===== src/rtl/axis_multipass_framer_if.sv =====
// Pixel-stream bus for the multipass framer: upstream (s_axis_*) and downstream (m_axis_*) AXI4-Stream links.
// slave = the framer's view; master = the traffic source/sink that surrounds it.
interface axis_multipass_framer_if #(
    parameter int DATA_W = 32
);
    logic [DATA_W-1:0] s_axis_tdata;
    logic              s_axis_tvalid;
    logic              s_axis_tlast;
    logic              s_axis_tready;
    logic [DATA_W-1:0] m_axis_tdata;
    logic              m_axis_tvalid;
    logic              m_axis_tlast;
    logic [1:0]        m_axis_tuser;
    logic              m_axis_tready;

    modport slave (
        input  s_axis_tdata, s_axis_tvalid, s_axis_tlast, m_axis_tready,
        output s_axis_tready, m_axis_tdata, m_axis_tvalid, m_axis_tlast, m_axis_tuser
    );

    modport master (
        output s_axis_tdata, s_axis_tvalid, s_axis_tlast, m_axis_tready,
        input  s_axis_tready, m_axis_tdata, m_axis_tvalid, m_axis_tlast, m_axis_tuser
    );
endinterface


===== src/rtl/axis_multipass_framer.sv =====
// AXI4-Stream framer: 1-deep register stage that counts rows/columns, generates SOF/EOL/TLAST
// sideband and sequences NUM_PASSES passes over the same image, flagging short/long upstream frames.
module axis_multipass_framer #(
    parameter int DATA_W      = 32,
    parameter int IMG_W       = 512,
    parameter int IMG_H       = 512,
    parameter int NUM_PASSES  = 2,
    parameter int GAP_CYCLES  = 0,
    parameter int CHECK_TLAST = 1
) (
    input  logic                          ACLK,
    input  logic                          ARESETn,
    input  logic                          enable,
    axis_multipass_framer_if.slave        axis,
    output logic [3:0]                    pass_idx,
    output logic                          pass_done,
    output logic                          frame_done,
    output logic                          busy,
    output logic                          err_short,
    output logic                          err_long
);
    localparam int CW       = $clog2(IMG_W);
    localparam int RW       = (IMG_H > 1) ? $clog2(IMG_H) : 1;
    localparam int GW       = (GAP_CYCLES > 1) ? $clog2(GAP_CYCLES) : 1;
    localparam int GAP_LAST = (GAP_CYCLES > 0) ? GAP_CYCLES - 1 : 0;

    typedef enum logic [1:0] {IDLE, STREAM, GAP, DRAIN} state_t;
    state_t state;

    logic [CW-1:0]     col;
    logic [RW-1:0]     row;
    logic [GW-1:0]     gap_cnt;
    logic [DATA_W-1:0] m_data;
    logic              m_valid;
    logic              m_last;
    logic [1:0]        m_user;
    logic              m_pass_end;
    logic              m_frame_end;

    logic s_ready, accept, m_fire;
    logic last_col, last_row, final_pix, early, pass_end, final_pass;

    assign s_ready    = (state == STREAM) && (!m_valid || axis.m_axis_tready);
    assign accept     = s_ready && axis.s_axis_tvalid;
    assign m_fire     = m_valid && axis.m_axis_tready;
    assign last_col   = (col == CW'(IMG_W - 1));
    assign last_row   = (row == RW'(IMG_H - 1));
    assign final_pix  = last_col && last_row;
    // An early upstream TLAST closes the pass exactly like the final pixel would.
    assign early      = axis.s_axis_tlast && !final_pix;
    assign pass_end   = final_pix || early;
    assign final_pass = (pass_idx == 4'(NUM_PASSES - 1));

    assign axis.s_axis_tready = s_ready;
    assign axis.m_axis_tdata  = m_data;
    assign axis.m_axis_tvalid = m_valid;
    assign axis.m_axis_tlast  = m_last;
    assign axis.m_axis_tuser  = m_user;
    assign pass_done          = m_fire && m_pass_end;
    assign frame_done         = m_fire && m_frame_end;
    assign busy               = (state != IDLE);

    always_ff @(posedge ACLK) begin
        if (!ARESETn) begin
            state       <= IDLE;
            col         <= '0;
            row         <= '0;
            gap_cnt     <= '0;
            pass_idx    <= '0;
            m_data      <= '0;
            m_valid     <= 1'b0;
            m_last      <= 1'b0;
            m_user      <= '0;
            m_pass_end  <= 1'b0;
            m_frame_end <= 1'b0;
            err_short   <= 1'b0;
            err_long    <= 1'b0;
        end else begin
            if (accept) begin
                m_data      <= axis.s_axis_tdata;
                m_valid     <= 1'b1;
                m_last      <= pass_end;
                m_user      <= {last_col || early, (col == '0) && (row == '0)};
                m_pass_end  <= pass_end;
                m_frame_end <= pass_end && final_pass;
            end else if (m_fire) begin
                m_valid <= 1'b0;
            end

            case (state)
                IDLE: begin
                    if (enable) begin
                        state     <= STREAM;
                        err_short <= 1'b0;
                        err_long  <= 1'b0;
                        pass_idx  <= '0;
                        col       <= '0;
                        row       <= '0;
                    end
                end
                STREAM: begin
                    if (accept) begin
                        if (pass_end) begin
                            col <= '0;
                            row <= '0;
                        end else if (last_col) begin
                            col <= '0;
                            row <= row + RW'(1);
                        end else begin
                            col <= col + CW'(1);
                        end
                        if (early) err_short <= 1'b1;
                        if ((CHECK_TLAST != 0) && final_pix && !axis.s_axis_tlast) err_long <= 1'b1;
                        if (pass_end) begin
                            if (final_pass) begin
                                state <= DRAIN;
                            end else begin
                                pass_idx <= pass_idx + 4'd1;
                                if (GAP_CYCLES > 0) begin
                                    state   <= GAP;
                                    gap_cnt <= '0;
                                end
                            end
                        end
                    end
                end
                GAP: begin
                    if (gap_cnt == GW'(GAP_LAST)) state <= STREAM;
                    else gap_cnt <= gap_cnt + GW'(1);
                end
                DRAIN: begin
                    if (m_fire) state <= IDLE;
                end
                default: state <= IDLE;
            endcase
        end
    end
endmodule


===== src/flat_wrapper.sv =====
// flat-port wrapper written by rule: the top's interface ports become plain ports
module axis_multipass_framer_flat 
#(
    parameter int DATA_W      = 32,
    parameter int IMG_W       = 512,
    parameter int IMG_H       = 512,
    parameter int NUM_PASSES  = 2,
    parameter int GAP_CYCLES  = 0,
    parameter int CHECK_TLAST = 1
)
  (ACLK, ARESETn, enable, pass_idx, pass_done, frame_done, busy, err_short, err_long, axis_s_axis_tdata, axis_s_axis_tvalid, axis_s_axis_tlast, axis_m_axis_tready, axis_s_axis_tready, axis_m_axis_tdata, axis_m_axis_tvalid, axis_m_axis_tlast, axis_m_axis_tuser);
  axis_multipass_framer_if #(.DATA_W(DATA_W)) axis_i ();
  input  logic ACLK;
  input  logic ARESETn;
  input  logic enable;
  output logic [3:0] pass_idx;
  output logic pass_done;
  output logic frame_done;
  output logic busy;
  output logic err_short;
  output logic err_long;
  input wire logic [$bits(axis_i.s_axis_tdata)-1:0] axis_s_axis_tdata;
  input wire logic [$bits(axis_i.s_axis_tvalid)-1:0] axis_s_axis_tvalid;
  input wire logic [$bits(axis_i.s_axis_tlast)-1:0] axis_s_axis_tlast;
  input wire logic [$bits(axis_i.m_axis_tready)-1:0] axis_m_axis_tready;
  output wire logic [$bits(axis_i.s_axis_tready)-1:0] axis_s_axis_tready;
  output wire logic [$bits(axis_i.m_axis_tdata)-1:0] axis_m_axis_tdata;
  output wire logic [$bits(axis_i.m_axis_tvalid)-1:0] axis_m_axis_tvalid;
  output wire logic [$bits(axis_i.m_axis_tlast)-1:0] axis_m_axis_tlast;
  output wire logic [$bits(axis_i.m_axis_tuser)-1:0] axis_m_axis_tuser;
  assign axis_i.s_axis_tdata = axis_s_axis_tdata;
  assign axis_i.s_axis_tvalid = axis_s_axis_tvalid;
  assign axis_i.s_axis_tlast = axis_s_axis_tlast;
  assign axis_i.m_axis_tready = axis_m_axis_tready;
  assign axis_s_axis_tready = axis_i.s_axis_tready;
  assign axis_m_axis_tdata = axis_i.m_axis_tdata;
  assign axis_m_axis_tvalid = axis_i.m_axis_tvalid;
  assign axis_m_axis_tlast = axis_i.m_axis_tlast;
  assign axis_m_axis_tuser = axis_i.m_axis_tuser;
  axis_multipass_framer #(.DATA_W(DATA_W), .IMG_W(IMG_W), .IMG_H(IMG_H), .NUM_PASSES(NUM_PASSES), .GAP_CYCLES(GAP_CYCLES), .CHECK_TLAST(CHECK_TLAST)) u_core (.ACLK(ACLK), .ARESETn(ARESETn), .enable(enable), .axis(axis_i), .pass_idx(pass_idx), .pass_done(pass_done), .frame_done(frame_done), .busy(busy), .err_short(err_short), .err_long(err_long));
endmodule

===== config.mk =====
export PLATFORM = sky130hd
export DESIGN_NAME = axis_multipass_framer_flat
export DESIGN_NICKNAME = d
export VERILOG_FILES = /design/src/rtl/axis_multipass_framer_if.sv /design/src/rtl/axis_multipass_framer.sv /design/src/flat_wrapper.sv
export SDC_FILE = /design/constraint.sdc
export NUM_CORES = 1
export LEC_CHECK = 0
export ABC_AREA = 1
export CAP_MARGIN = 20
export CORE_AREA = 2 2 83 85
export CTS_BUF_LIST = sky130_fd_sc_hd__clkbuf_16
export CTS_CLUSTER_DIAMETER = 40
export DETAILED_ROUTE_END_ITERATION = 12
export DIE_AREA = 0 0 85 87
export PLACE_DENSITY_LB_ADDON = 0.12
export SYNTH_ARGS = -nofsm -noshare
export SYNTH_HDL_FRONTEND = slang
export SYNTH_SLANG_ARGS = --single-unit
export TNS_END_PERCENT = 1

===== constraint.sdc =====
create_clock -name ACLK -period 2.67 [get_ports ACLK]
set_input_delay 0.267 -clock ACLK [delete_from_list [all_inputs] [get_ports ACLK]]
set_output_delay 0.267 -clock ACLK [all_outputs]
set_load 0.01 [all_outputs]

==> flow_summary_export.csv <==
group,metric,value,unit
yosys,ys_seq_area_frac,0.419,
setup_path,rr_endpoint,"u_core.pass_idx[0]",
setup_path,reg2reg_depth,14,
finish,diodes,0,
power_and_ir_drop,intPower,1.85,mW
placed_design,port_buffers,83,
clocking,insertion_delay,0.32,ns
yosys,synth_seq_cells,63,
setup_path,reg2reg_from,"u_core.row[0]",
finish,regArea,0.00126,mm²
timing,maxSlewViolCount,0,
power_and_ir_drop,netSwitchingFraction,0.248,
floorplanning,die_x,85,µm
flow_run,cap_violations,0,
placed_design,hpwl,4840,µm
clocking,post-cts-setup-buffer-count,0,
timing,setup_viol,0,
timing,fin_skew,0.00602,ns
setup_path,cp-end-kind,"register",
yosys,synth_nets,437,
yosys,post_synth.cell_area_avg,7.71,µm²
timing,max_freq,439,MHz
yosys,synth_enable_flop_cells,0,
finish,final_common_cell,"nand2_1",
clocking,htree_levels,3,
global_routing,antenna_found_initial,0,
power_and_ir_drop,ir_worst_vdd,0.000382,V
clocking,cts_hold_buf,0,
global_routing,grt_pass1_vias,2474,
timing,rsz0062_at_grt,"false",
floorplanning,die_area,0.00740,mm²
setup_path,path_cells,"ha_1 -> nand2_1 -> nor3_1 -> nand2_1 -> nor2_1 -> ha_1 -> nand2_1 -> nand2_1 -> nor2_4 -> nor2_2 -> nand2_1 -> inv_2 -> nor2_1 -> nor2_1",
floorplanning,initial_core_util,0.459,
timing,timing.final.crit_share,0.854,
setup_path,cp_common_cell,"nand2_1",
worst_hold_path,hold_class,"register to register",
route,dr.pass1.iters,4,
yosys,ys_types,30,
floorplanning,core,0.00657,mm²
worst_hold_path,min-delay-start,"u_core.axis.m_axis_tdata[25]",
worst_hold_path,whs_path_depth,2,
setup_path,cp.arrival,2.54,ns
timing,tightest_slew,0.419,ns
power_and_ir_drop,power.density,594,mW/mm²
setup_path,required,2.93,ns
setup_path,worstPathMaxFanout,5,
route,drt.antenna.violating_nets,0,
timing,relSlewSlack,0.720,
setup_path,reg2reg_slack,0.39,ns
clocking,numClockSinks,63,
clocking,clk_pin_slew,0.05,ns
route,vias,2718,
power_and_ir_drop,p_comb_frac,0.140,
yosys,synth_warnings,0,
power_and_ir_drop,p_leak,1.52,nW
power_and_ir_drop,power.clock.fraction,0.450,
finish,final_cell_mix,"87 x nand2_1, 83 x clkdlybuf4s50_1, 63 x dfxtp_1",
floorplanning,die_y,87,µm
floorplanning,rows,30,
yosys,syn_area,0.00301,mm²
clocking,ctsResizeCount,0,
finish,fillers,575,
route,drt_iter0_drc,107,
floorplanning,ios,84,
clocking,cts_root_buf,"clkbuf_16",
global_routing,grt_max_degree,38,
route,viasPerCell,4.88,
finish,multi_input_area,0.00150,mm²
setup_path,start_kind,"register",
timing,finalHoldViolCount,0,
global_routing,grt_util_all_layers,0.192,
finish,area_growth,37.5,%
route,wl_per_cell,12.6,µm
timing,period_needed,2.28,ns
setup_path,cp_slowest_stage_delay,0.39,ns
yosys,synth_ff_type,"dfxtp_1",
placed_design,place_congestion,0.927,
power_and_ir_drop,seqPwrFrac,0.410,
finish,drive_gt1_frac,0.182,
clocking,cts_tree,"done",
worst_hold_path,hold_path_end,"u_core.axis.m_axis_tdata[25]",
global_routing,grt_pass1_wl,11300,µm
yosys,syn-instance-count,391,
route,wirelength,7020,µm
timing,fin_hold_ws,0.466,ns
clocking,cts_buffer_depth,2,
clocking,cts-buffers-inserted,9,
run_status,status,"completed",
timing,setup_tns,0,ns
power_and_ir_drop,power.switching,0.609,mW
route,drc_errors,0,
setup_path,crit_type,"register to register",
yosys,async_flop_share,0,
global_routing,grt-ovfl-total,0,
setup_path,critPathSlowestCell,"dfxtp_1",
finish,fin_nets,519,
[final cells by class]
| type | instances | share of cell area |
|---|---|---|
| tap | 80 | 0.0242 |
| timing repair buffer | 87 | 0.211 |
| inverter | 35 | 0.0329 |
| sequential | 63 | 0.304 |
| multi-input combinational | 277 | 0.361 |
| clock buffer | 9 | 0.0543 |
| clock inverter | 6 | 0.0127 |
[worst max-delay path by stage]
stage,cells after the start,slack (ns),startpoint,end
floorplan,13,0.76,u_core.row[0],u_core.pass_idx[2]
global placement,14,0.45,u_core.row[0],u_core.pass_idx[0]
detailed placement,14,0.43,u_core.row[0],u_core.pass_idx[0]
CTS,14,0.42,u_core.row[0],u_core.pass_idx[0]
global route,14,0.09,u_core.row[0],u_core.pass_idx[1]
finish,14,0.39,u_core.row[0],u_core.pass_idx[0]
[metal layers]
layer  routed length (µm)  track usage  vias up
met5                    0            0        -
met4                   80       0.0895        0
met3                  529       0.0616        6
met2                 3190        0.286       80
met1                 3220        0.253     1213
li1                     -            -     1419
[worst max-delay path, delay by kind of cell (launching register included)]
| family | cells | cell delay, ns |
|---|---|---|
| simple gates | 11 | 1.37 |
| flops | 1 | 0.39 |
| fa+ha+maj | 2 | 0.38 |
| buf+inv | 1 | 0.09 |
[through the flow]
stage / setup slack, ns / instances / total power [mW] / utilization / area [µm²]
2_1_floorplan: 0.761 / 391 / 1.22 / - / 3010
3_5_place_dp: 0.434 / 542 / 1.37 / 0.589 / 3870
4_1_cts: 0.421 / 557 / 2.49 / 0.631 / 4140
5_1_grt: 0.0905 / 557 / 2.56 / 0.631 / 4140
6_report: 0.390 / 557 / 2.46 / 0.631 / 4140
3_3_place_gp: 0.447 / 542 / 1.37 / 0.589 / 3870
[sequential cells by signal, summed over array words and instances, names as in the netlist, 2 cells and up]
| register | cells |
|---|---|
| u_core.axis.m_axis_tdata | 32 |
| u_core.axis.m_axis_tuser | 2 |
| u_core.col | 9 |
| u_core.pass_idx | 4 |
| u_core.row | 9 |
| u_core.state | 2 |
[synthesized netlist by cell type (2+ instances only)]
master,instances,share of area
nand2_1,87,0.11
dfxtp_1,63,0.42
nor2_1,34,0.042
nand2_2,31,0.064
inv_1,30,0.037
a21oi_2,28,0.081
nand3_1,28,0.047
a21oi_1,25,0.042
nor3_1,9,0.015
ha_1,8,0.033
nand4_1,6,0.012
clkbuf_1,5,0.0062
o21ai_0,4,0.0066
buf_2,3,0.0050
buf_4,3,0.0075
buf_6,3,0.011
inv_2,3,0.0037
o21ai_1,3,0.0050
or2_2,3,0.0062
buf_8,2,0.010
nand3_2,2,0.0066
nand3b_1,2,0.0050
nor2_4,2,0.0075
[power by group through the flow]
stage | registers, mW | clock network, mW | logic (mW)
2_1_floorplan | 1.04 | 0 | 0.177
3_3_place_gp | 1.03 | 0 | 0.342
3_5_place_dp | 1.03 | 0 | 0.345
4_1_cts | 1.01 | 1.13 | 0.347
5_1_grt | 1.01 | 1.17 | 0.377
6_report | 1.01 | 1.11 | 0.344
[cell families (layout without fill, tap and decap cells)]
logic type,count (synthesis),after routing,share of synthesized area
flip-flops,63,63,0.419
AND/OR/NAND/NOR,206,206,0.319
XOR/XNOR,2,2,0.00582
AO/OA/AOI/OAI,61,61,0.139
buffers and inverters,51,137,0.0851
adder cells (fa/ha/maj),8,8,0.0332
Power figures use the tool's default switching activity.
